<file path="config.mk">
export PLATFORM = sky130hd
export DESIGN_NAME = cpu_mul_iter_flat
export DESIGN_NICKNAME = d
export VERILOG_FILES = /design/src/rtl/cpu_mul_iter_if.sv /design/src/rtl/cpu_mul_iter.sv /design/src/flat_wrapper.sv
export SDC_FILE = /design/constraint.sdc
export NUM_CORES = 2
export LEC_CHECK = 0
export CAP_MARGIN = 15
export CORE_MARGIN = 1
export CORE_UTILIZATION = 30
export CTS_BUF_LIST = sky130_fd_sc_hd__clkbuf_4
export CTS_CLUSTER_DIAMETER = 60
export DETAILED_ROUTE_END_ITERATION = 10
export PLACE_DENSITY_LB_ADDON = 0.05
export SLEW_MARGIN = 20
export SYNTH_ARGS = -nofsm -noshare
export SYNTH_HDL_FRONTEND = slang
export SYNTH_SLANG_ARGS = --single-unit
</file>
<file path="constraint.sdc">
create_clock -name clk -period 13.5 [get_ports clk]
set_input_delay 4.05 -clock clk [delete_from_list [all_inputs] [get_ports clk]]
set_output_delay 4.05 -clock clk [all_outputs]
set_load 0.05 [all_outputs]
</file>
<file path="src/rtl/cpu_mul_iter_if.sv">
// Request/response handshake bundle for the iterative M-stage multiplier.
// The master side issues operands and consumes results; the slave side is the multiplier.
interface cpu_mul_iter_if #(
    parameter int DATA_W = 32
);
    logic              in_valid;
    logic              in_ready;
    logic [1:0]        in_mode;
    logic [DATA_W-1:0] in_src1;
    logic [DATA_W-1:0] in_src2;
    logic              abort;
    logic              out_valid;
    logic              out_ready;
    logic [DATA_W-1:0] out_result;

    modport master (
        output in_valid, in_mode, in_src1, in_src2, abort, out_ready,
        input  in_ready, out_valid, out_result
    );

    modport slave (
        input  in_valid, in_mode, in_src1, in_src2, abort, out_ready,
        output in_ready, out_valid, out_result
    );
endinterface

</file>
<file path="src/rtl/cpu_mul_iter.sv">
// Iterative DATA_W x DATA_W multiplier: one SLICE_W-bit slice of src1 per cycle,
// followed by a single signed-correction cycle for the high-word modes.
module cpu_mul_iter #(
    parameter int DATA_W  = 32,
    parameter int SLICE_W = 16
) (
    input  logic          clk,
    input  logic          reset_n,
    cpu_mul_iter_if.slave bus
);
    localparam int NSLICES = DATA_W / SLICE_W;
    localparam int ACC_W   = 2 * DATA_W;
    localparam int PROD_W  = DATA_W + SLICE_W;
    localparam int IDX_W   = (NSLICES > 1) ? $clog2(NSLICES) : 1;

    typedef enum logic [1:0] {
        S_IDLE,
        S_MUL,
        S_CORR,
        S_DONE
    } state_e;

    typedef enum logic [1:0] {
        MODE_MUL = 2'd0,
        MODE_XUU = 2'd1,
        MODE_XSU = 2'd2,
        MODE_XSS = 2'd3
    } mode_e;

    state_e            state_q;
    mode_e             mode_q;
    logic [DATA_W-1:0] src1_q;
    logic [DATA_W-1:0] src2_q;
    logic [ACC_W-1:0]  acc_q;
    logic [IDX_W-1:0]  idx_q;
    logic              out_valid_q;
    logic [DATA_W-1:0] out_result_q;

    logic [31:0]        shamt;
    logic [SLICE_W-1:0] slice;
    logic [PROD_W-1:0]  prod;
    logic [ACC_W-1:0]   acc_add;
    logic [DATA_W-1:0]  hi_corr;

    always_comb begin
        shamt   = 32'(idx_q) * 32'(SLICE_W);
        slice   = src1_q[shamt +: SLICE_W];
        prod    = PROD_W'(slice) * PROD_W'(src2_q);
        acc_add = ACC_W'(prod) << shamt;

        // Unsigned product corrected to signed: subtract the other operand
        // from the high word for every operand whose sign bit is set.
        hi_corr = acc_q[ACC_W-1:DATA_W];
        if ((mode_q == MODE_XSU || mode_q == MODE_XSS) && src1_q[DATA_W-1])
            hi_corr = hi_corr - src2_q;
        if (mode_q == MODE_XSS && src2_q[DATA_W-1])
            hi_corr = hi_corr - src1_q;
    end

    always_ff @(posedge clk or negedge reset_n) begin
        if (!reset_n) begin
            state_q      <= S_IDLE;
            mode_q       <= MODE_MUL;
            src1_q       <= '0;
            src2_q       <= '0;
            acc_q        <= '0;
            idx_q        <= '0;
            out_valid_q  <= 1'b0;
            out_result_q <= '0;
        end else if (bus.abort) begin
            state_q     <= S_IDLE;
            acc_q       <= '0;
            idx_q       <= '0;
            out_valid_q <= 1'b0;
        end else begin
            case (state_q)
                S_IDLE: begin
                    if (bus.in_valid) begin
                        src1_q  <= bus.in_src1;
                        src2_q  <= bus.in_src2;
                        mode_q  <= mode_e'(bus.in_mode);
                        acc_q   <= '0;
                        idx_q   <= '0;
                        state_q <= S_MUL;
                    end
                end
                S_MUL: begin
                    acc_q <= acc_q + acc_add;
                    idx_q <= idx_q + IDX_W'(1);
                    if (idx_q == IDX_W'(NSLICES - 1))
                        state_q <= S_CORR;
                end
                S_CORR: begin
                    acc_q        <= {hi_corr, acc_q[DATA_W-1:0]};
                    out_result_q <= (mode_q == MODE_MUL) ? acc_q[DATA_W-1:0] : hi_corr;
                    out_valid_q  <= 1'b1;
                    state_q      <= S_DONE;
                end
                S_DONE: begin
                    if (bus.out_ready) begin
                        out_valid_q <= 1'b0;
                        state_q     <= S_IDLE;
                    end
                end
                default: state_q <= S_IDLE;
            endcase
        end
    end

    assign bus.in_ready   = (state_q == S_IDLE);
    assign bus.out_valid  = out_valid_q;
    assign bus.out_result = out_result_q;
endmodule
</file>
<file path="src/flat_wrapper.sv">
// flat-port wrapper written by rule: the top's interface ports become plain ports
module cpu_mul_iter_flat 
#(
    parameter int DATA_W  = 32,
    parameter int SLICE_W = 16
)
  (clk, reset_n, bus_in_valid, bus_in_mode, bus_in_src1, bus_in_src2, bus_abort, bus_out_ready, bus_in_ready, bus_out_valid, bus_out_result);
  cpu_mul_iter_if #(.DATA_W(DATA_W)) bus_i ();
  input  logic clk;
  input  logic reset_n;
  input wire logic [$bits(bus_i.in_valid)-1:0] bus_in_valid;
  input wire logic [$bits(bus_i.in_mode)-1:0] bus_in_mode;
  input wire logic [$bits(bus_i.in_src1)-1:0] bus_in_src1;
  input wire logic [$bits(bus_i.in_src2)-1:0] bus_in_src2;
  input wire logic [$bits(bus_i.abort)-1:0] bus_abort;
  input wire logic [$bits(bus_i.out_ready)-1:0] bus_out_ready;
  output wire logic [$bits(bus_i.in_ready)-1:0] bus_in_ready;
  output wire logic [$bits(bus_i.out_valid)-1:0] bus_out_valid;
  output wire logic [$bits(bus_i.out_result)-1:0] bus_out_result;
  assign bus_i.in_valid = bus_in_valid;
  assign bus_i.in_mode = bus_in_mode;
  assign bus_i.in_src1 = bus_in_src1;
  assign bus_i.in_src2 = bus_in_src2;
  assign bus_i.abort = bus_abort;
  assign bus_i.out_ready = bus_out_ready;
  assign bus_in_ready = bus_i.in_ready;
  assign bus_out_valid = bus_i.out_valid;
  assign bus_out_result = bus_i.out_result;
  cpu_mul_iter #(.DATA_W(DATA_W), .SLICE_W(SLICE_W)) u_core (.clk(clk), .reset_n(reset_n), .bus(bus_i));
endmodule
</file>
* Word-level counts from Yosys, hierarchy flattened
Cells that the tools add are included.
** Storage, ports and cells
- Output and inout bits :: 34
- Bits in registers :: 166
- Word-level logic and storage cells :: 58
** Cells by class
- Multiply operators :: 1
- Shift-type cells :: 2
- Reductions and logical operators :: 15
- Bitwise gates (word level) :: 1
- Equal/unequal tests :: 9
- $add $sub $neg :: 4
- Mux-type cells :: 17
** Operators with widths (number)
- 64-bit case mux with 3 select lines :: 1
- 64-bit 2-to-1 mux :: 2
- 32-bit 2-to-1 mux :: 3
- 64-bit adder :: 1
- 48-bit by 5-bit << shifter with 64-bit output :: 1
- 32-bit subtractor :: 2
- 16-bit by 32-bit multiplier with 48-bit output :: 1
- 32-bit by 6-bit indexed part select with 16-bit output :: 1
- 3-bit AND reduction :: 3
- 2-bit equality test (second input constant) :: 4
- 2-bit 2-to-1 mux :: 4
- 2-bit case mux with 4 select lines :: 1
- 2-bit AND reduction :: 4
- 3-bit inequality test (second input constant) :: 2
- 3-bit nonzero test :: 2
- 2-bit zero test :: 2
- 1-bit 2-to-1 mux :: 4
- 1-bit case mux with 2 select lines :: 2
- 4-bit nonzero test :: 1
- 3-bit by 2-bit inequality test with 1-bit output (second input constant) :: 1
- 2-bit by 1-bit equality test with 1-bit output (second input constant) :: 1
- 1-bit logical AND :: 2
- 2-bit inequality test (second input constant) :: 1
- 1-bit adder (second input constant) :: 1
- 2 further kinds :: 2

* Longest topological paths before layout
- Depth in word-level cells :: 8
- Depth in mapped cells :: 43
- Depth with buffers taken out :: 38

* Worst setup path before layout
OpenSTA, ideal clock, no wires.
- Path type :: reg2reg
- Start point :: register u_core.idx_q
- End point :: register u_core.acc_q[59]
- Data arrival time :: 9.087 ns
- Path slack :: 4.287 ns
- Data required time :: 13.374 ns
- Buffers on the path :: 5
- Period minus slack after synthesis :: 9.213 ns
- Stages on the path, launching flop included :: 43
- Cell sequence :: dfrtp_1 > buf_1 > buf_1 > nand2_1 > a21boi_1 > clkbuf_1 > nor2_1 > fa_1 > inv_1 > fa_1 > fa_1 > inv_1 > fa_1 > fa_1 > inv_1 > fa_1 > inv_1 > ha_1 > [7 not listed] > o21a_1 > o21ai_0 > a21oi_1 > xnor2_1 > mux2_2 > ha_1 > clkbuf_1 > nand2_1 > nor2_1 > nand4_1 > a21oi_1 > o21ai_1 > a21oi_1 > a31oi_1 > o21ai_1 > a21boi_0 > xnor2_1 > a221o_1
** On the way
- Word-level cells in the longest chain between the ends :: 6
** RTL lines
- start, declared :: line cpu_mul_iter.sv:35 : logic [IDX_W-1:0] idx_q;
- start signal, assigned :: line cpu_mul_iter.sv:89 : idx_q <= idx_q + IDX_W'(1);
- 32-bit by 6-bit indexed part select with 16-bit output :: line cpu_mul_iter.sv:47 : slice = src1_q[shamt +: SLICE_W];
- 16-bit by 32-bit multiplier with 48-bit output :: line cpu_mul_iter.sv:48 : prod = PROD_W'(slice) * PROD_W'(src2_q);
- 48-bit by 5-bit << shifter with 64-bit output * :: line cpu_mul_iter.sv:49 : acc_add = ACC_W'(prod) << shamt;
- 64-bit adder * :: line cpu_mul_iter.sv:88 : acc_q <= acc_q + acc_add;
- 64-bit case mux with 3 select lines * :: line cpu_mul_iter.sv:76 : case (state_q)
- 64-bit 2-to-1 mux * :: line cpu_mul_iter.sv:70 : end else if (bus.abort) begin
- end signal, assigned :: line cpu_mul_iter.sv:88
- end signal, assigned :: line cpu_mul_iter.sv:94 : acc_q <= {hi_corr, acc_q[DATA_W-1:0]};
- end, declared :: line cpu_mul_iter.sv:34 : logic [ACC_W-1:0] acc_q;
Every way passes the cells marked *; elsewhere a longest branch is shown, timed or not.
A chain may end at the register's enable or synchronous reset.

* Worst setup path after layout
Ends and elaborated chain as after synthesis.

==> impl_metrics.env <==
export IMPL_outcome="finished, final reports clean"
export IMPL_post_route_period_util_pct=83.9
export IMPL_grt_use_total_pct=23.2
export IMPL_synth_distinct_cells=86
export IMPL_ys_ff_latch=166
export IMPL_rows=117
export IMPL_portBuffers=104
export IMPL_die_y_um=323
export IMPL_path_common_cell="fa_1"
export IMPL_slew_headroom_pct=35.0
export IMPL_gr_usage_met3_pct=2.20
export IMPL_holdBufCountCts=0
export IMPL_path_clk_slew_ns=0.18
export IMPL_cts_made_buffers=17
export IMPL_ff_latch_area_mm2=0.00416
export IMPL_period_minus_slack_ns=11.33
export IMPL_worst_path_largest_cell_delay_ns=0.99
export IMPL_grt_pass1_wl_um=179000
export IMPL_grt_pass1_vias=26900
export IMPL_drt_wl_total_um=117000
export IMPL_worst_pin_slew_ns=0.975
export IMPL_nets=4429
export IMPL_cts_sinks=166
export IMPL_ios=105
export IMPL_critical_path_arrival_ns=12.07
export IMPL_yosys_top_cells_area="fa_1 (27%), dfrtp_1 (13%), ha_1 (10%), inv_1 (6.6%), nand2_1 (6.4%)"
export IMPL_die_area_mm2=0.105
export IMPL_clkLatencyLatePin_ns=0.85
export IMPL_yosysTopAreaCellShare_pct=27.2
export IMPL_grt_ovfl_total=0
export IMPL_routedWlPerCell_um=23.2
export IMPL_clockBufferDepth=2
export IMPL_dp_cells=5030
export IMPL_drcViolationCount=0
export IMPL_multi_input_area_mm2=0.0242
export IMPL_routed_via_density=5.09
export IMPL_synthFlopType="dfrtp_1"
export IMPL_post_cts_buffers=0
export IMPL_finClkSkew_ns=0.0509
export IMPL_netlist_area_mm2=0.0310
export IMPL_finalSetupTns_ns=0
export IMPL_critPathSlowestCell="dfrtp_2"
export IMPL_regToRegSetupSlack_ns=2.17
export IMPL_syn_to_final_growth_pct=8.97
export IMPL_crit_path_end_kind="flip-flop"
export IMPL_avgSynthCellArea_um2=8.39
export IMPL_grt_setup_unrepaired="no"
export IMPL_drive_above_1_share_pct=6.23
export IMPL_gp_congestion=0.912
export IMPL_cts_root_buf="clkbuf_4"
export IMPL_start_util_pct=30.4
export IMPL_top_usage_layer="met2"
export IMPL_dr_pass1_iters=5
export IMPL_ant_nets=0
export IMPL_grt_use_met2_pct=38.2
export IMPL_critPathLaunchType="flip-flop"
export IMPL_synth_enable_flop_cells=0
export IMPL_fill_cells=10900
export IMPL_grt_util_met1_pct=32.9
export IMPL_yosysSeqAreaShare_pct=13.4
export IMPL_criticalPathCategory="flip-flop to flip-flop"
export IMPL_critical_path_required_ns=14.24
export IMPL_hp_class="flip-flop to flip-flop"
export IMPL_fin_ws_ns=2.17
export IMPL_setup_viol_count_final=0
export IMPL_syn_nets=4443
export IMPL_timing_final_hold_violations=0
export IMPL_grt_max_degree=63
export IMPL_vias=25800
export IMPL_cap_viol_max_count=0
export IMPL_coreArea_mm2=0.102
export IMPL_synthArstFlopShare_pct=100
export IMPL_cts_tree="done"
export IMPL_hpwl_um=96800
export IMPL_final_core_util_pct=33.1
export IMPL_yosysWarningCount=0
export IMPL_fin_cells=5065
export IMPL_pre_cts_slack_ns=2.45
export IMPL_yosys_area_top_type="fa_1"
export IMPL_drv_slew=0
export IMPL_cp_max_fo=39
export IMPL_antenna_found_initial=4
export IMPL_fmax_ghz=0.0882
export IMPL_drt_iter0_markers=1620
export IMPL_die_w_um=323
export IMPL_netlist_instances=3695
export IMPL_ctsResizeCount=0
export IMPL_htreeDepth=4
## cells in the final DEF (no fill, tap or decap), drive strengths merged, types with 37 or more instances in the layout
cell           netlist  routed
xor2                47      47
and2               100     100
dfrtp              166     166
ha                 256     256
clkdlybuf4s50        0     103
nand2              531     531
inv                548     555
mux2                83      83
o21ai              187     187
nand4               37      37
a21oi              191     191
fa                 421     421
nor2               267     267
buf                  9      46
a21o                87      87
xnor2              104     104
nand3               37      37
## synthesized netlist by cell type (23+ instances only)
cell type / count
nor3_1: 31
mux2i_1: 27
a21oi_1: 184
clkbuf_1: 174
a22oi_1: 23
nand4_1: 37
and2_1: 99
nand3_1: 37
o21ai_1: 23
mux2_2: 83
ha_1: 256
fa_1: 421
nor2b_1: 25
dfrtp_1: 166
a21o_1: 86
a22o_1: 34
xnor2_1: 104
inv_1: 547
o21ai_0: 162
xor2_1: 47
o21bai_1: 33
nor2_1: 267
nand2_1: 530
## critical path: cells and delay by family (launching register included)
kind / cells / cell delay [ns]
adder cells (fa/ha/maj): 8 / 3.74
AO/OA/AOI/OAI: 13 / 2.77
XOR/XNOR: 2 / 0.76
AND/OR/NAND/NOR: 9 / 1.60
multiplexers: 1 / 0.29
flip-flops: 1 / 0.99
buffers and inverters: 5 / 1.00
## area by class of cell
class	count	share of cell area (%)
Inverter	548	6.09
Clock inverter	13	0.411
Tap cell	1368	5.07
Sequential cell	166	12.3
Timing Repair Buffer	150	4.12
Clock buffer	18	0.400
Antenna cell	4	0.0296
Multi-Input combinational cell	2798	71.6
## path summary, 6_finish.rpt
kind / depth (start not counted) / from / to
worst max-delay path: 38 / u_core.idx_q / u_core.acc_q[59]
worst min-delay path: 2 / u_core.bus.out_result[8] / u_core.bus.out_result[8]
worst max register to register: 38 / u_core.idx_q / u_core.acc_q[59]
worst min register to register: 2 / u_core.bus.out_result[8] / u_core.bus.out_result[8]
max in group asynchronous: 2 / reset_n / u_core.src2_q[5]
min in group asynchronous: 1 / reset_n / u_core.bus.out_result[27]
## state kept, by name, summed over array words and instances (netlist names)
register               count
u_core.mode_q              2
u_core.acc_q              64
u_core.src2_q             32
u_core.idx_q               1
u_core.bus.out_result     32
u_core.src1_q             32
u_core.state_q             2
u_core.bus.out_valid       1
## per-layer routing
layer / routed length (um) / vias up
li1: - / 12100
met1: 56300 / 13200
met2: 55300 / 474
met3: 3610 / 89
met4: 2160 / 0
met5: 0 / -
## cells by family (layout without fill, tap and decap cells)
logic type,after synthesis,count (layout),share of synthesized area [%]
DFF,166,166,13.4
AOI/OAI and AO/OA,746,746,16.0
xor gates and xnor gates,151,151,4.27
adders and majority gates,677,677,37.5
and+or+nand+nor,1114,1114,16.0
buffers and inverters,731,729,8.87
other,0,4,0
muxes,110,110,3.89
## through the flow
stage / instance area [um^2] / hold WS (ns)
2_1_floorplan: 31000 / 0.479
3_3_place_gp: 33500 / 0.464
3_5_place_dp: 33500 / 0.470
4_1_cts: 33700 / 0.510
5_1_grt: 33800 / 0.532
6_report: 33800 / 0.504
Power is not shown: default switching activity piles up to over one toggle a cycle in this logic, so the estimate is an artifact.
